### src/rtl/uart_tx_fifo_pkg.sv
// Shared definitions for the UART transmit FIFO: sequencer state encodings
// and the default FIFO depth.
package uart_tx_fifo_pkg;

  localparam int unsigned DEPTH_LOG2_DEFAULT = 4;

  typedef enum logic [1:0] {
    ST_IDLE = 2'd0,
    ST_SEND = 2'd1,
    ST_WAIT = 2'd2
  } tx_state_e;

endpackage

### src/rtl/uart_fifo_ram.sv
// Byte-wide dual-port storage: synchronous write, asynchronous read, so it
// maps onto distributed RAM.
module uart_fifo_ram
  import uart_tx_fifo_pkg::*;
#(
  parameter int unsigned depth_log2 = DEPTH_LOG2_DEFAULT
) (
  input  logic                  clk,
  input  logic                  we,
  input  logic [depth_log2-1:0] waddr,
  input  logic [7:0]            wdata,
  input  logic [depth_log2-1:0] raddr,
  output logic [7:0]            rdata
);

  localparam int unsigned DEPTH = 1 << depth_log2;

  logic [7:0] mem_q [DEPTH];

  always_ff @(posedge clk) begin
    if (we) begin
      mem_q[waddr] <= wdata;
    end
  end

  assign rdata = mem_q[raddr];

endmodule

### src/rtl/uart_tx_fifo.sv
// Circular transmit FIFO feeding the UART transceiver one byte at a time over
// the tx_data/tx_wr/tx_done handshake, with level, overflow and drained status.
//
// Handshake: a byte is presented on tx_data when tx_wr pulses for one cycle;
// tx_data then holds until the transceiver answers with a one-cycle tx_done,
// which is only honoured while waiting on a byte (WAIT state).
module uart_tx_fifo
  import uart_tx_fifo_pkg::*;
#(
  parameter int unsigned depth_log2 = DEPTH_LOG2_DEFAULT
) (
  input  logic                sys_clk,
  input  logic                sys_rst_n,
  input  logic [7:0]          wr_data,
  input  logic                wr_en,
  input  logic                flush,
  input  logic                clr_overflow,
  output logic                full,
  output logic                empty,
  output logic [depth_log2:0] level,
  output logic                overflow,
  output logic                busy,
  output logic [7:0]          tx_data,
  output logic                tx_wr,
  input  logic                tx_done,
  output logic                drained_irq
);

  localparam int unsigned LW    = depth_log2 + 1;
  localparam int unsigned DEPTH = 1 << depth_log2;

  tx_state_e             state_q, state_d;
  logic [depth_log2-1:0] wr_ptr_q, wr_ptr_d;
  logic [depth_log2-1:0] rd_ptr_q, rd_ptr_d;
  logic [LW-1:0]         level_q, level_d;
  logic                  overflow_q, overflow_d;
  logic                  busy_q, busy_d;
  logic [7:0]            tx_data_q, tx_data_d;
  logic                  tx_wr_q, tx_wr_d;
  logic                  drained_q, drained_d;

  logic                  pop;
  logic                  wr_accept;
  logic [7:0]            head_byte;

  assign full        = (level_q == LW'(DEPTH));
  assign empty       = (level_q == '0);
  assign level       = level_q;
  assign overflow    = overflow_q;
  assign busy        = busy_q;
  assign tx_data     = tx_data_q;
  assign tx_wr       = tx_wr_q;
  assign drained_irq = drained_q;

  uart_fifo_ram #(
    .depth_log2 (depth_log2)
  ) u_ram (
    .clk   (sys_clk),
    .we    (wr_accept),
    .waddr (wr_ptr_q),
    .wdata (wr_data),
    .raddr (rd_ptr_q),
    .rdata (head_byte)
  );

  // Sequencer: decides when the head byte is dequeued toward the transceiver.
  always_comb begin
    state_d   = state_q;
    pop       = 1'b0;
    drained_d = 1'b0;
    case (state_q)
      ST_IDLE: begin
        if (!empty) begin
          pop     = 1'b1;
          state_d = ST_SEND;
        end
      end
      ST_SEND: begin
        state_d = ST_WAIT;
      end
      ST_WAIT: begin
        if (tx_done) begin
          // A same-cycle flush empties the queue before this decision.
          if (!empty && !flush) begin
            pop     = 1'b1;
            state_d = ST_SEND;
          end else begin
            state_d   = ST_IDLE;
            drained_d = 1'b1;
          end
        end
      end
      default: begin
        state_d = ST_IDLE;
      end
    endcase

    tx_data_d = pop ? head_byte : tx_data_q;
    tx_wr_d   = (state_d == ST_SEND);
    busy_d    = (state_d != ST_IDLE);
  end

  // Queue bookkeeping: pointers, level and sticky overflow.
  always_comb begin
    wr_accept  = wr_en && !flush && (!full || pop);
    wr_ptr_d   = wr_ptr_q + depth_log2'(wr_accept);
    rd_ptr_d   = flush ? wr_ptr_q : rd_ptr_q + depth_log2'(pop);
    level_d    = flush ? '0 : level_q + LW'(wr_accept) - LW'(pop);
    overflow_d = (overflow_q && !clr_overflow) ||
                 (wr_en && full && !pop && !flush);
  end

  always_ff @(posedge sys_clk) begin
    if (!sys_rst_n) begin
      state_q    <= ST_IDLE;
      wr_ptr_q   <= '0;
      rd_ptr_q   <= '0;
      level_q    <= '0;
      overflow_q <= 1'b0;
      busy_q     <= 1'b0;
      tx_data_q  <= 8'h00;
      tx_wr_q    <= 1'b0;
      drained_q  <= 1'b0;
    end else begin
      state_q    <= state_d;
      wr_ptr_q   <= wr_ptr_d;
      rd_ptr_q   <= rd_ptr_d;
      level_q    <= level_d;
      overflow_q <= overflow_d;
      busy_q     <= busy_d;
      tx_data_q  <= tx_data_d;
      tx_wr_q    <= tx_wr_d;
      drained_q  <= drained_d;
    end
  end

endmodule
### config.mk
export PLATFORM = sky130hd
export DESIGN_NAME = uart_tx_fifo
export DESIGN_NICKNAME = d
export VERILOG_FILES = /design/src/rtl/uart_tx_fifo_pkg.sv /design/src/rtl/uart_fifo_ram.sv /design/src/rtl/uart_tx_fifo.sv
export SDC_FILE = /design/constraint.sdc
export NUM_CORES = 1
export LEC_CHECK = 0
export ABC_AREA = 1
export CAP_MARGIN = 10
export CORE_ASPECT_RATIO = 1.1
export CORE_UTILIZATION = 60
export CTS_BUF_LIST = sky130_fd_sc_hd__clkbuf_16
export DETAILED_ROUTE_END_ITERATION = 8
export GPL_TIMING_DRIVEN = 1
export PLACE_DENSITY = 0.79
export REMOVE_ABC_BUFFERS = 1
export SLEW_MARGIN = 20
export SYNTH_ARGS = -nofsm -noshare
export SYNTH_HDL_FRONTEND = slang
export SYNTH_SLANG_ARGS = --single-unit
export TNS_END_PERCENT = 5
### constraint.sdc
create_clock -name sys_clk -period 2.9 [get_ports sys_clk]
set_clock_uncertainty 0.05 [all_clocks]
set_input_delay 0.58 -clock sys_clk [delete_from_list [all_inputs] [get_ports sys_clk]]
set_output_delay 0.58 -clock sys_clk [all_outputs]
set_load 0.1 [all_outputs]
Word-level counts from Yosys, hierarchy flattened
Memories as Yosys holds them, arrays and structs flattened. A register that Yosys moved wholly into a read port is not among the register bits.
Cells that the tools add are included.
{"block": "classes", "addsub": 4, "multipliers": 0, "div_mod_pow": 0, "magnitude_cmp": 0, "eq_ne": 4, "shifts": 0, "mux": 12, "n_bitwise": 1, "n_reduce_logical": 20}
{"operator": "adder 4 x 1 -> 4 bit", "count": 2}
{"operator": "logical AND 1 bit", "count": 7}
{"operator": "two-way mux 1 bit", "count": 7}
{"operator": "zero test 1 bit", "count": 6}
{"operator": "one-hot mux 2 bit (3 select lines)", "count": 1}
{"operator": "adder 5 x 1 -> 5 bit", "count": 1}
{"operator": "== test 5 bit (second input constant)", "count": 1}
{"operator": "zero test 5 bit", "count": 1}
{"operator": "subtractor 5 x 1 -> 5 bit", "count": 1}
{"operator": "== test 2 x 1 -> 1 bit (second input constant)", "count": 2}
{"operator": "two-way mux 2 bit", "count": 2}
{"operator": "two-way mux 4 bit", "count": 1}
{"operator": "AND reduction 3 bit", "count": 1}
{"operator": "== test 2 bit (second input constant)", "count": 1}
{"operator": "zero test 2 bit", "count": 1}
{"operator": "logical OR 1 bit", "count": 2}
{"operator": "one-hot mux 1 bit (2 select lines)", "count": 1}
{"operator": "nonzero test 2 bit", "count": 1}
{"operator": "OR reduction 2 bit", "count": 1}
{"operator": "NOT 1 bit", "count": 1}
{"block": "word_totals", "reg_bits": 19, "latchBits": 0, "ramBits": 128, "romBits": 0, "output_inout_bits": 19, "word_cells": 50, "mem_count": 1}
{"name": "u_ram.mem_q", "words": 16, "width": 8, "read_ports": 1, "rd_clocked_by_memory_dff": 1, "wr": 1, "line_no": "uart_fifo_ram.sv:18", "source": "logic [7:0] mem_q [DEPTH];"}

Logic depth before layout (Yosys ltp)
Gate-level depths: netlist of the first run.
{"block": "depth", "word_depth": 10, "mapped_depth": 16, "mapped_depth_nobuf": 15}

Hierarchy
Synthesis of the first run repeated with hierarchy kept, for this count alone.
{"block": "hier_totals", "cells_unflattened": 702, "hier_area_um2": 6884.1}
{"module": "uart_fifo_ram", "instances": 1, "cells_each": 543, "area_each_um2": 5606.6, "seq_area_each_um2": 3843.7}
{"module": "uart_tx_fifo", "instances": 1, "cells_each": 159, "area_each_um2": 1277.5, "seq_area_each_um2": 540.5}

Least setup slack after synthesis of the first run
No wires, ideal clock.
{"block": "synth_timing", "path_kind": "register to register", "start": "register level_q[3], in the netlist level[3]", "end": "register level_q[4], in the netlist level[4]", "setup_ps": 78, "arrival_time_ps": 3573, "slack_ps": -801, "stages_incl_launch_ff": 17, "path_buffers": 1, "synth_period_minus_slack_ps": 3701, "path_cell_list": "dfxtp_1 > inv_1 > ha_1 > nand3_2 > nor2_2 > inv_2 > nand2_4 > inv_6 > buf_8 > o21ai_2 > nand2_1 > ha_1 > fa_1 > a21oi_1 > nor2_1 > o21a_1 > nor3_1"}
{"block": "synth_via", "elab_chain_cells": 10, "elab_cells_between_ends": 13, "cone_classes": "add/sub: 2; eq/ne: 1; mux: 4; reduce/logical: 6"}
{"item": "from (decl)", "line_no": "uart_tx_fifo.sv:35", "source": "logic [LW-1:0] level_q, level_d;"}
{"item": "from (signal assigned)", "line_no": "uart_tx_fifo.sv:128", "source": "level_q <= level_d;"}
{"item": "zero test 5 bit *", "line_no": "uart_tx_fifo.sv:47", "source": "assign empty = (level_q == '0);"}
{"item": "named net empty", "line_no": "uart_tx_fifo.sv:19", "source": "output logic empty,"}
{"item": "zero test 1 bit", "line_no": "uart_tx_fifo.sv:84", "source": "if (!empty && !flush) begin"}
{"item": "logical AND 1 bit", "line_no": "uart_tx_fifo.sv:84"}
{"item": "two-way mux 1 bit", "line_no": "uart_tx_fifo.sv:84"}
{"item": "two-way mux 1 bit", "line_no": "uart_tx_fifo.sv:82", "source": "if (tx_done) begin"}
{"item": "one-hot mux 1 bit (2 select lines) *", "line_no": "uart_tx_fifo.sv:71", "source": "case (state_q)"}
{"item": "logical OR 1 bit", "line_no": "uart_tx_fifo.sv:105", "source": "wr_accept = wr_en && !flush && (!full || pop);"}
{"item": "logical AND 1 bit", "line_no": "uart_tx_fifo.sv:105"}
{"item": "adder 5 x 1 -> 5 bit", "line_no": "uart_tx_fifo.sv:108", "source": "level_d = flush ? '0 : level_q + LW'(wr_accept) - LW'(pop);"}
{"item": "subtractor 5 x 1 -> 5 bit *", "line_no": "uart_tx_fifo.sv:108"}
Mark *: on every way through the listed nets, which the timed path passes. The rest lies on a longest branch.
A chain may end at the register's enable or synchronous reset.

Worst setup path in the final report of the first run
{"block": "layout_timing", "start": "register level_q[3], in the netlist level[3]", "end": "register level_q[4], in the netlist level[4]"}
{"block": "layout_via", "elab_chain_cells": 10, "elab_cells_between_ends": 13, "cone_classes": "add/sub: 2; eq/ne: 1; mux: 4; reduce/logical: 6"}
{"item": "zero test 5 bit", "line_no": "uart_tx_fifo.sv:47"}
{"item": "zero test 1 bit", "line_no": "uart_tx_fifo.sv:84"}
{"item": "logical AND 1 bit", "line_no": "uart_tx_fifo.sv:84"}
{"item": "two-way mux 1 bit", "line_no": "uart_tx_fifo.sv:84"}
{"item": "two-way mux 1 bit", "line_no": "uart_tx_fifo.sv:82"}
{"item": "one-hot mux 1 bit (2 select lines)", "line_no": "uart_tx_fifo.sv:71"}
{"item": "logical OR 1 bit", "line_no": "uart_tx_fifo.sv:105"}
{"item": "logical AND 1 bit", "line_no": "uart_tx_fifo.sv:105"}
{"item": "adder 5 x 1 -> 5 bit", "line_no": "uart_tx_fifo.sv:108"}
{"item": "subtractor 5 x 1 -> 5 bit *", "line_no": "uart_tx_fifo.sv:108"}
Mark *: on every way between the ends. The rest lies on a longest branch, timed or not.

==> qor.txt, run 1 <==
CTS tree = done
number of port buffers = 32
Die W = 103 um
antenna cells = 0
Starting Density = 0.617
vias in the first global route = 4,730
drc violations = 0
CTS Buffer Depth = 2
synthesized area = 6760 um2
HPWL after detailed placement = 8.87 mm
Worst Tran Pin Value = 0.705 ns
Starting DRT DRC Count = 314
Distinct cells, synth = 31
Avg Cell Area, Syn = 9.99 um2
Worst Path Buf+Inv = 3
status = completed
Sink Count = 155
FF+latch count, synth = 155
mux contribution to synthesized area = 0
Post-Syn Instances = 677
flip-flop and latch area = 4390 um2
delay-heaviest family, CP = adder cells
Rows = 40
final cell count without fillers = 882
clock root cell = clkbuf_16
min-delay worst type = reg -> reg
Max VDD drop = 0.645 mV
Slew Limit Headroom = 0.530
Primary FF master, synth = edfxtp_1
worst path arrival time = 2.83 ns
Most common cell on crit path = ha_1
xor-xnor portion of the synthesized cell area = 0.00648
max frequency = 394 MHz
Setup Buffers After CTS = 0
Synth area leaders = edfxtp_1, nand2_1, dfxtp_1, nand3_1, inv_1
Fin. Hold Viols = 0
Final #Nets = 747
Final Max Slew Viols = 0
dominant combinational cell family by area after synthesis = simple AND/OR/NAND/NOR gates
CP Cell Sequence = inv_1 > ha_1 > nand3_2 > nor2_2 > inv_2 > nand2_4 > inv_6 > o21ai_2 > nand2_1 > ha_1 > fa_1 > a21oi_1 > nor2_1 > o21a_1 > nor3_1
pwr dens = 936 nW/um2
Tmin final = 2.54 ns
Final period util = 0.875
first-pass GRT wire length = 23.0 mm
Post-Synth Adder-Cell Area = 0.0196
highest-count cells in the layout ignoring fill and taps = nand2_1, edfxtp_1, nand3_1
DR WL/cell = 16.4 um
CTS buffer count = 17
FFs w/ async S/R, synth = 0
via count = 4,759
routed wire length = 14.4 mm
Reg clk slew, reported paths = 0.06 ns
placed cell count = 851
Yosys warning count = 0
area grow syn2layout = 16.0%
Total GRT Usage = 0.272
most common cell after layout, fill and taps aside = nand2_1
largest net degree at the start of global routing = 66
hold buffer count at CTS = 0
Pre-antenna DRT Iters = 4
Die Height = 113 um
initial antenna violation count = 0
DIE AREA = 11,700 um2
Critical Path RT = 3.19 ns
final core occ = 0.716
reported max-cap violation count = 0
Final GP Congestion = 0.844
I/O Pins = 33
Resized Gates After CTS = 0
Pleak = 3.37 nW
Worst path max stage delay = 0.42 ns
critical path peak fanout = 6
H-tree levels = 4
DR vias/cell = 5.40
Worst path slowest cell = fa_1
CP Launch Type = register
number of fill cells = 750
Synth Area in Compound Gates = 0.0202
total grt overflow = 0
final setup fails = 0
Final ANT Viol Nets = 0
final hold slack = 0.452 ns
Clock Latency Late Sink = 0.42 ns
area of the multi-input gates = 1830 um2
Synth area leader = edfxtp_1
Core Area = 11,000 um2
Post-synth EDFFs = 128
Simple-Gate Fraction of Synth Area = 0.224
RSZ-0062 raised after global routing = no
sequential area share after synthesis = 0.648
Yosys top cell area share = 0.568
layout cells sized above 1 = 0.122
worst setup path class = reg -> reg
Critical Path End Type = register
## synth_stat cells (3+ instances only)
cell,number
a21oi_1,10
buf_2,15
buf_4,7
clkbuf_1,3
dfxtp_1,27
edfxtp_1,128
ha_1,9
inv_1,89
inv_2,10
nand2_1,215
nand3_1,93
nor2_1,25
nor3_1,18
o21ai_0,5
xnor2_1,3
## power breakdown
group,leakage [nW],switching (W),internal [W]
Sequential,1.38,0.0000839,0.00253
Combinational,1.69,0.00181,0.000675
Clock,0.297,0.000823,0.00142
Total,3.37,0.00272,0.00462
## worst register-to-register path, cell delays in order (launching register included)
cell	delay, ns
dfxtp_1	0.33
inv_1	0.08
ha_1	0.18
nand3_2	0.11
nor2_2	0.14
inv_2	0.07
nand2_4	0.12
inv_6	0.04
o21ai_2	0.09
nand2_1	0.09
ha_1	0.22
fa_1	0.42
a21oi_1	0.16
nor2_1	0.07
o21a_1	0.16
nor3_1	0.13
## sequential cells by signal, summed over array words and instances (netlist names)
| signal | count |
|---|---|
| state_q | 2 |
| tx_data | 8 |
| rd_ptr_q | 4 |
| wr_ptr_q | 4 |
| tx_wr | 1 |
| busy | 1 |
| u_ram.mem_q | 128 |
| overflow | 1 |
| drained_irq | 1 |
| level | 5 |
## kinds of logic after synthesis
| kind of cell | after synthesis |
|---|---|
| buf+inv | 128 |
| xor+xnor | 5 |
| simple gates | 358 |
| flops | 155 |
| compound gates | 21 |
| fa+ha+maj | 10 |
## routing by layer
metal,GRT usage,share of wire
met5,0,0
met4,0.109,0.017
met3,0.0574,0.060
met2,0.465,0.52
met1,0.335,0.40
## layout make-up
| class | count | share of cell area |
|---|---|---|
| tap | 147 | 0.0235 |
| multi-input combinational | 394 | 0.233 |
| clock inverter | 14 | 0.0230 |
| clock buffer | 17 | 0.0542 |
| inverter | 100 | 0.0485 |
| sequential | 155 | 0.559 |
| timing repair buffer | 55 | 0.0584 |
## final timing paths
check	from	to	slack [ns]	cells past startpoint
max	level[3]$_SDFF_PP0_	level[4]$_SDFF_PP0_	0.36	15
min	overflow$_SDFF_PN0_	overflow$_SDFF_PN0_	0.45	2
max reg2reg	level[3]$_SDFF_PP0_	level[4]$_SDFF_PP0_	0.36	15
min reg2reg	overflow$_SDFF_PN0_	overflow$_SDFF_PN0_	0.45	2
## through the flow
step | setup TNS (ns) | power (W) | worst slack [ns] | cell area, um2
6_report | 0 | 0.00734 | 0.363 | 7840
3_5_place_dp | -0.0521 | 0.00511 | -0.0521 | 7240
3_3_place_gp | 0 | 0.00502 | 0.0710 | 7240
4_1_cts | 0 | 0.00735 | 0.343 | 7840
5_1_grt | 0 | 0.00766 | 0.149 | 7840
2_1_floorplan | -11.48 | 0.00453 | -0.839 | 6590
No activity file was read; power rests on OpenSTA's default activity.
==> run 2: changes to the inputs <==
--- a/config.mk
+++ b/config.mk
@@ -8,6 +8,7 @@
 export ABC_AREA = 1
 export CAP_MARGIN = 10
 export CORE_ASPECT_RATIO = 1.1
+export CORE_MARGIN = 5
 export CORE_UTILIZATION = 60
 export CTS_BUF_LIST = sky130_fd_sc_hd__clkbuf_16
 export DETAILED_ROUTE_END_ITERATION = 8
==> run 2 against run 1 <==
  * Clock power up 8%
  * Die area is 15% higher
  * Sequential cell count unchanged
  * Cell area increased by 0.62%
  * Sequential power about the same
  * Clock-buffer cell count is the same
  * Global-route usage down 4.3 points
  * Largest power group unchanged
==> qor.txt, run 2 (synthesis gave the netlist of run 1 again) <==
pwr dens = 955 nW/um2
critical path peak fanout = 6
most common cell after layout, fill and taps aside = nand2_1
Worst Tran Pin Value = 0.715 ns
antenna cells = 0
reported max-cap violation count = 0
Core Area = 11,000 um2
final hold slack = 0.417 ns
total power = 0.00754 W
Die W = 111 um
worst setup path class = in -> reg
worst path arrival time = 2.84 ns
clock root cell = clkbuf_16
total grt overflow = 0
Rows = 40
first-pass GRT wire length = 23.9 mm
Clock Latency Late Sink = 0.42 ns
drc violations = 0
DIE AREA = 13,500 um2
Critical Path RT = 3.19 ns
initial antenna violation count = 0
max reg flops = 128
H-tree levels = 4
largest net degree at the start of global routing = 66
vias in the first global route = 4,821
Worst Path Buf+Inv = 1
number of fill cells = 752
Critical Path End Type = register
Pre-antenna DRT Iters = 5
Tmin final = 2.56 ns
Final #Nets = 747
hold buffer count at CTS = 0
Max VDD drop = 0.652 mV
Setup Buffers After CTS = 0
status = completed
Sink Count = 155
final core occ = 0.720
HPWL after detailed placement = 8.90 mm
Fin. Hold Viols = 0
Starting DRT DRC Count = 383
Reg clk slew, reported paths = 0.06 ns
Starting Density = 0.617
Die Height = 121 um
RSZ-0062 raised after global routing = no
Worst path slowest cell = clkdlybuf4s50_1
DR vias/cell = 5.48
Slew Limit Headroom = 0.522
Resized Gates After CTS = 0
CP Cell Sequence = clkdlybuf4s50_1 > nand3_2 > o21ai_4 > nand2_4 > nand2_1 > nand2_1 > ha_1 > fa_1 > a21oi_1 > nor2_1 > o21a_1 > nor3_1
CTS tree = done
min-delay worst type = reg -> reg
placed cell count = 851
placed inst area = 7240 um2
routed wire length = 14.9 mm
final setup fails = 0
I/O Pins = 33
area of the multi-input gates = 1830 um2
via count = 4,837
Total GRT Usage = 0.229
number of port buffers = 32
final cell count without fillers = 882
highest-count cells in the layout ignoring fill and taps = nand2_1, edfxtp_1, nand3_1
Final period util = 0.882
Most flops, register = u_ram.mem_q
delay-heaviest family, CP = adder cells
Final ANT Viol Nets = 0
Final GP Congestion = 0.822
DR WL/cell = 16.8 um
layout cells sized above 1 = 0.124
flip-flop and latch area = 4390 um2
Worst path max stage delay = 0.51 ns
Final Max Slew Viols = 0
CP Launch Type = input port
Most common cell on crit path = nand2_1
area grow syn2layout = 16.7%
max frequency = 391 MHz
CTS buffer count = 17
final instance area = 7890 um2
CTS Buffer Depth = 2
Pleak = 3.39 nW
## run 2: cell types whose count changed in the layout (fill, tap and decap cells not counted)
cell,delta
inv_1,-1
clkinv_4,+1
clkinvlp_4,-1
bufinv_16,+2
inv_6,-1
## run 2: power by group
part           total (W)  internal, W  switching (W)
clock            0.00243      0.00160       0.000835
sequential       0.00261      0.00253      0.0000814
combinational    0.00250     0.000674        0.00182
total            0.00754      0.00480        0.00274
## run 2: path summary, 6_finish.rpt
check	from	endpoint	slack, ns	cells past startpoint
min reg2reg	overflow$_SDFF_PN0_	overflow$_SDFF_PN0_	0.42	2
max reg2reg	level[2]$_SDFF_PP0_	level[4]$_SDFF_PP0_	0.38	15
max	tx_done	level[4]$_SDFF_PP0_	0.34	12
min	overflow$_SDFF_PN0_	overflow$_SDFF_PN0_	0.42	2
## run 2: stage by stage
| stage | worst slack [ns] | TNS [ns] |
|---|---|---|
| 3_3_place_gp | 0.0614 | 0 |
| 3_5_place_dp | -0.0605 | -0.0605 |
| 6_report | 0.343 | 0 |
| 2_1_floorplan | -0.839 | -11.48 |
| 5_1_grt | 0.175 | 0 |
| 4_1_cts | 0.350 | 0 |
## run 2: layout make-up
class	count	share of cell area
clock buffers	17	0.0539
inverters	100	0.0482
clock inverters	14	0.0290
well taps	147	0.0233
multi-input cells	394	0.232
repair buffers	55	0.0580
flip-flops and latches	155	0.556
## run 2: worst register-to-register path, stage by stage, from the launching register on
cell     delay (ns)
dfxtp_1        0.33
inv_1          0.08
ha_1           0.16
nand3_2        0.10
nor2_2         0.13
inv_2          0.07
nand2_4        0.12
inv_6          0.04
o21ai_2        0.09
nand2_1        0.09
ha_1           0.22
fa_1           0.42
a21oi_1        0.17
nor2_1         0.06
o21a_1         0.17
nor3_1         0.13
## run 2: layer usage
metal | part of all wire | vias to the layer above | global-route usage
met2 | 0.52 | 202 | 0.398
met5 | 0 | - | 0
met3 | 0.073 | 37 | 0.0519
met1 | 0.38 | 2309 | 0.273
li1 | - | 2289 | -
met4 | 0.027 | 0 | 0.106
==> RTL change 1 (config.mk and constraints of run 2) <==
Set the package constant `DEPTH_LOG2_DEFAULT` to 6 (it was 4).
--- a/src/rtl/uart_tx_fifo_pkg.sv
+++ b/src/rtl/uart_tx_fifo_pkg.sv
@@ -4,3 +4,3 @@
 
-  localparam int unsigned DEPTH_LOG2_DEFAULT = 4;
+  localparam int unsigned DEPTH_LOG2_DEFAULT = 6;
 
Ports: changed (resized level); port bits go from 33 to 35. The function was not compared with the original's and may differ.
==> RTL change 1 against run 2 <==
Via count grew to 3.3 times the old value. Worst hold slack gained 0.042 ns. Synthesized cell count rose to 3.2 times the old value. Sequential cell count increased by 390. Clock power rose to 2.6 times the old value. First-iteration DRC count rose to 5.4 times the old value. Synthesized area rose to 3.4 times the old value. Setup slack worse by 0.29 ns. Fmax decreased by 10%. Wire length grew to 3.7 times the old value. Register-to-register slack worse by 0.26 ns. Power grew to 2.7 times the old value. Cell area rose to 3.3 times the old value. Largest power group unchanged.
==> RTL change 1: results <==
group,metric,value,unit
run_status,outcome,"finished, final reports clean",
place,place_ws,-0.6347,ns
critical_path,crit_path_max_incr_delay,0.37,ns
global_routing,grt_pass1_wl,85860,µm
cells_and_area,max_reg_flops,512,
pwr,switching_part_of_the_total,32.10,%
place,dp.final_hpwl,33180,µm
detailed_routing,wl_met1,21120,µm
critical_path,endpoint_kind,"output pin",
clock_tree,htree_depth,2,
critical_path,timing.critical_path.arrival,2.21,ns
critical_path,timing.critical_path.slowest_stage_cell,"dfxtp_1",
critical_path,r2r.worst_path.cells,19,
critical_path,capturing_element_of_the_worst_setup_path,"empty",
yosys,seq_area_frac_synth,69.85,%
global_routing,vias_in_the_first_global_route,15770,
critical_path,delay_heaviest_family_cp,"buffers and inverters",
yosys,synth-edff-count,512,
clock_tree,cts_made_buffers,51,
cells_and_area,drive_gt1_share,10.76,%
yosys,synth_top_cells_by_count,"nand2_1, edfxtp_1, nand3_1",
pwr,cellLeakagePower,0.01031,µW
yosys,synth_area_leaders,"edfxtp_1, nand2_1, nand3_1, nor2_1, dfxtp_1",
place,place.port_buffers,34,
detailed_routing,viasPerCell,5.706,
global_routing,grt_util_all_layers,25.97,%
RTL change 1: kinds of logic after synthesis:
logic type	Yosys count	synth area share, %
DFF	545	69.85
adders and majority gates	14	0.7958
buffers and inverters	287	5.238
and+or+nand+nor	1209	21.41
xor gates and xnor gates	5	0.1908
AOI/OAI and AO/OA	115	2.513
RTL change 1: area by class of cell:
cell class	instances	area, µm²	area share (%)
multi-input combinational	1343	5793	22.19
clock buffer	51	1276	4.889
clock inverter	43	296.5	1.136
tap	500	625.6	2.397
inverter	178	675.6	2.589
sequential	545	16050	61.48
timing repair buffer	164	1386	5.311
RTL change 1: what timing repair did:
action	4_1_cts	5_1_grt
setup endpoints to repair	1	3
pin swaps	2	9
resized for setup	7	18
hold buffers	0	0
buffers inserted	5	3
RTL change 1: layer usage:
layer	track usage, %	vias up
met4	10.92	0
met1	34.82	7672
met5	0	-
met2	42.24	803
li1	-	7472
met3	4.761	166
==> RTL change 2 (flow settings as in run 2) <==
Without the edit above. Encoding of `tx_state_e`: now one-hot (3 bits for 3 states).
--- a/src/rtl/uart_tx_fifo_pkg.sv
+++ b/src/rtl/uart_tx_fifo_pkg.sv
@@ -6,6 +6,6 @@
 
-  typedef enum logic [1:0] {
-    ST_IDLE = 2'd0,
-    ST_SEND = 2'd1,
-    ST_WAIT = 2'd2
+  typedef enum logic [2:0] {
+    ST_IDLE = 3'b001,
+    ST_SEND = 3'b010,
+    ST_WAIT = 3'b100
   } tx_state_e;
Formal check against the unedited RTL: no difference found for any inputs over 10 cycles, from zero or initial values and one cycle with sys_rst_n low; not proved beyond that.
==> RTL change 2 against run 2 <==
Register-to-register slack is essentially flat. Synthesized area grew 0.78%. Cell area grew 1.0%. Setup slack gained 0.036 ns. Clock power shrank 9.1%. Critical path depth grew 7. Wire length shrank 0.72%. Power shrank 0.83%. Combinational power grew 3%. Non-clock buffer count grew 12. Sequential cell count grew 1.
==> RTL change 2: results <==
group,metric,value,unit
clock_tree,path_clk_slew,0.06,ns
cells_and_area,fill_cells,774,
clock_tree,cts_root_buffer,"clkbuf_16",
global_routing,met3_usage,4.719,%
detailed_routing,via_count,4813,
global_routing,grtUsageMet2,39.48,%
global_routing,grt_util_all_layers,22.40,%
yosys,synth_area_leaders,"edfxtp_1, nand2_1, dfxtp_1, nand3_1, inv_1",
cells_and_area,regMostFlops,"u_ram.mem_q",
cells_and_area,diodes,0,
detailed_routing,detail_route.iter0.violations,462,
global_routing,grt_pass1_wl,23180,µm
pwr,ir_drop,655.4,µV
detailed_routing,wl_met2,7626,µm
clock_tree,post_cts_resized,0,
cells_and_area,max_reg_flops,128,
pwr,cellLeakagePower,0.003453,µW
detailed_routing,drt-wirelength-per-cell,16.28,µm
place,place.port_buffers,32,
pwr,power.sequential.total,2700,µW
yosys,synth-edff-count,128,
global_routing,pin_count_of_the_biggest_net_entering_global_routing,59,
critical_path,timing.critical_path.arrival,2.81,ns
run_status,outcome,"finished, final reports clean",
global_routing,gr-usage-met1,27.49,%
cells_and_area,drive_gt1_share,13.31,%
critical_path,delay_heaviest_family_cp,"simple AND/OR/NAND/NOR gates",
cells_and_area,fin_nets,771,
yosys,seq_area_frac_synth,64.62,%
clock_tree,cts_made_buffers,17,
critical_path,r2r.worst_path.cells,19,
pwr,part_of_the_power_in_combinational_logic,34.4,%
detailed_routing,first_pass_iters,5,
detailed_routing,met3_wirelength,980,µm
pwr,switching_power_of_the_nets,2858,µW
place,dp.final_hpwl,9322,µm
yosys,async_set_reset_flop_share_out_of_synthesis,0,%
critical_path,critPathMaxFanout,4,
global_routing,vias_in_the_first_global_route,4627,
critical_path,timing.critical_path.slowest_stage_cell,"fa_1",
place,globalplace.congestion,0.7983,
yosys,synth_top_cells_by_count,"nand2_1, edfxtp_1, inv_1, nand3_1, nor2_1",
pwr,share_clk_of_total_power,29.5,%
detailed_routing,route.top_layer_used,"met4",
detailed_routing,wl_met1,5851,µm
critical_path,crit_path_max_incr_delay,0.39,ns
sta,maxSlewHeadroom,55.86,%
hold_path,min_delay_path_depth,2,
yosys,synth.lib_cells_used.distinct,32,
## RTL change 2: changes by cell type after synthesis, sizes merged, moves of 2 or more
| cell | run 2 | this run |
|---|---|---|
| nor2 | 27 | 47 |
| nor3 | 18 | 2 |
| nand4 | 0 | 7 |
| o21ai | 9 | 5 |
| clkbuf | 3 | 0 |
| clkinv | 0 | 3 |
| buf | 25 | 27 |
| inv | 100 | 98 |
## RTL change 2: area by class of cell
cell class | count | area share (%)
flip-flops and latches | 156 | 55.27
multi-input cells | 404 | 23.21
repair buffers | 67 | 6.875
clock buffers | 17 | 5.337
inverters | 101 | 4.881
well taps | 147 | 2.307
clock inverters | 14 | 2.119
## RTL change 2: logic make-up after synthesis
group | Yosys count | share of synthesized area (%)
buffers and inverters | 128 | 8.225
AND/OR/NAND/NOR | 373 | 23.35
flip-flops | 156 | 64.62
AO/OA/AOI/OAI | 16 | 1.212
XOR/XNOR | 5 | 0.6427
adder cells (fa/ha/maj) | 10 | 1.946
## RTL change 2: worst paths after layout
check / startpoint / end / slack (ns)
max: level[2] / level[4] / 0.38
max reg2reg: level[2] / level[4] / 0.38
min reg2reg: overflow / overflow / 0.42
min: overflow / overflow / 0.42
## RTL change 2: tightest hold or removal path, delay by kind of cell, from the launching register on
kind / cells / cell delay (ns)
AO/OA/AOI/OAI: 1 / 0.06
AND/OR/NAND/NOR: 1 / 0.06
flip-flops: 1 / 0.31
## RTL change 2: through the flow
stage | area [µm²] | setup slack (ns) | instances
2_1_floorplan | 6644 | -1.024 | 661
3_3_place_gp | 7377 | 0.07077 | 875
3_5_place_dp | 7377 | -0.03981 | 875
4_1_cts | 7971 | 0.3575 | 906
5_1_grt | 7971 | 0.1721 | 906
6_report | 7971 | 0.3795 | 906
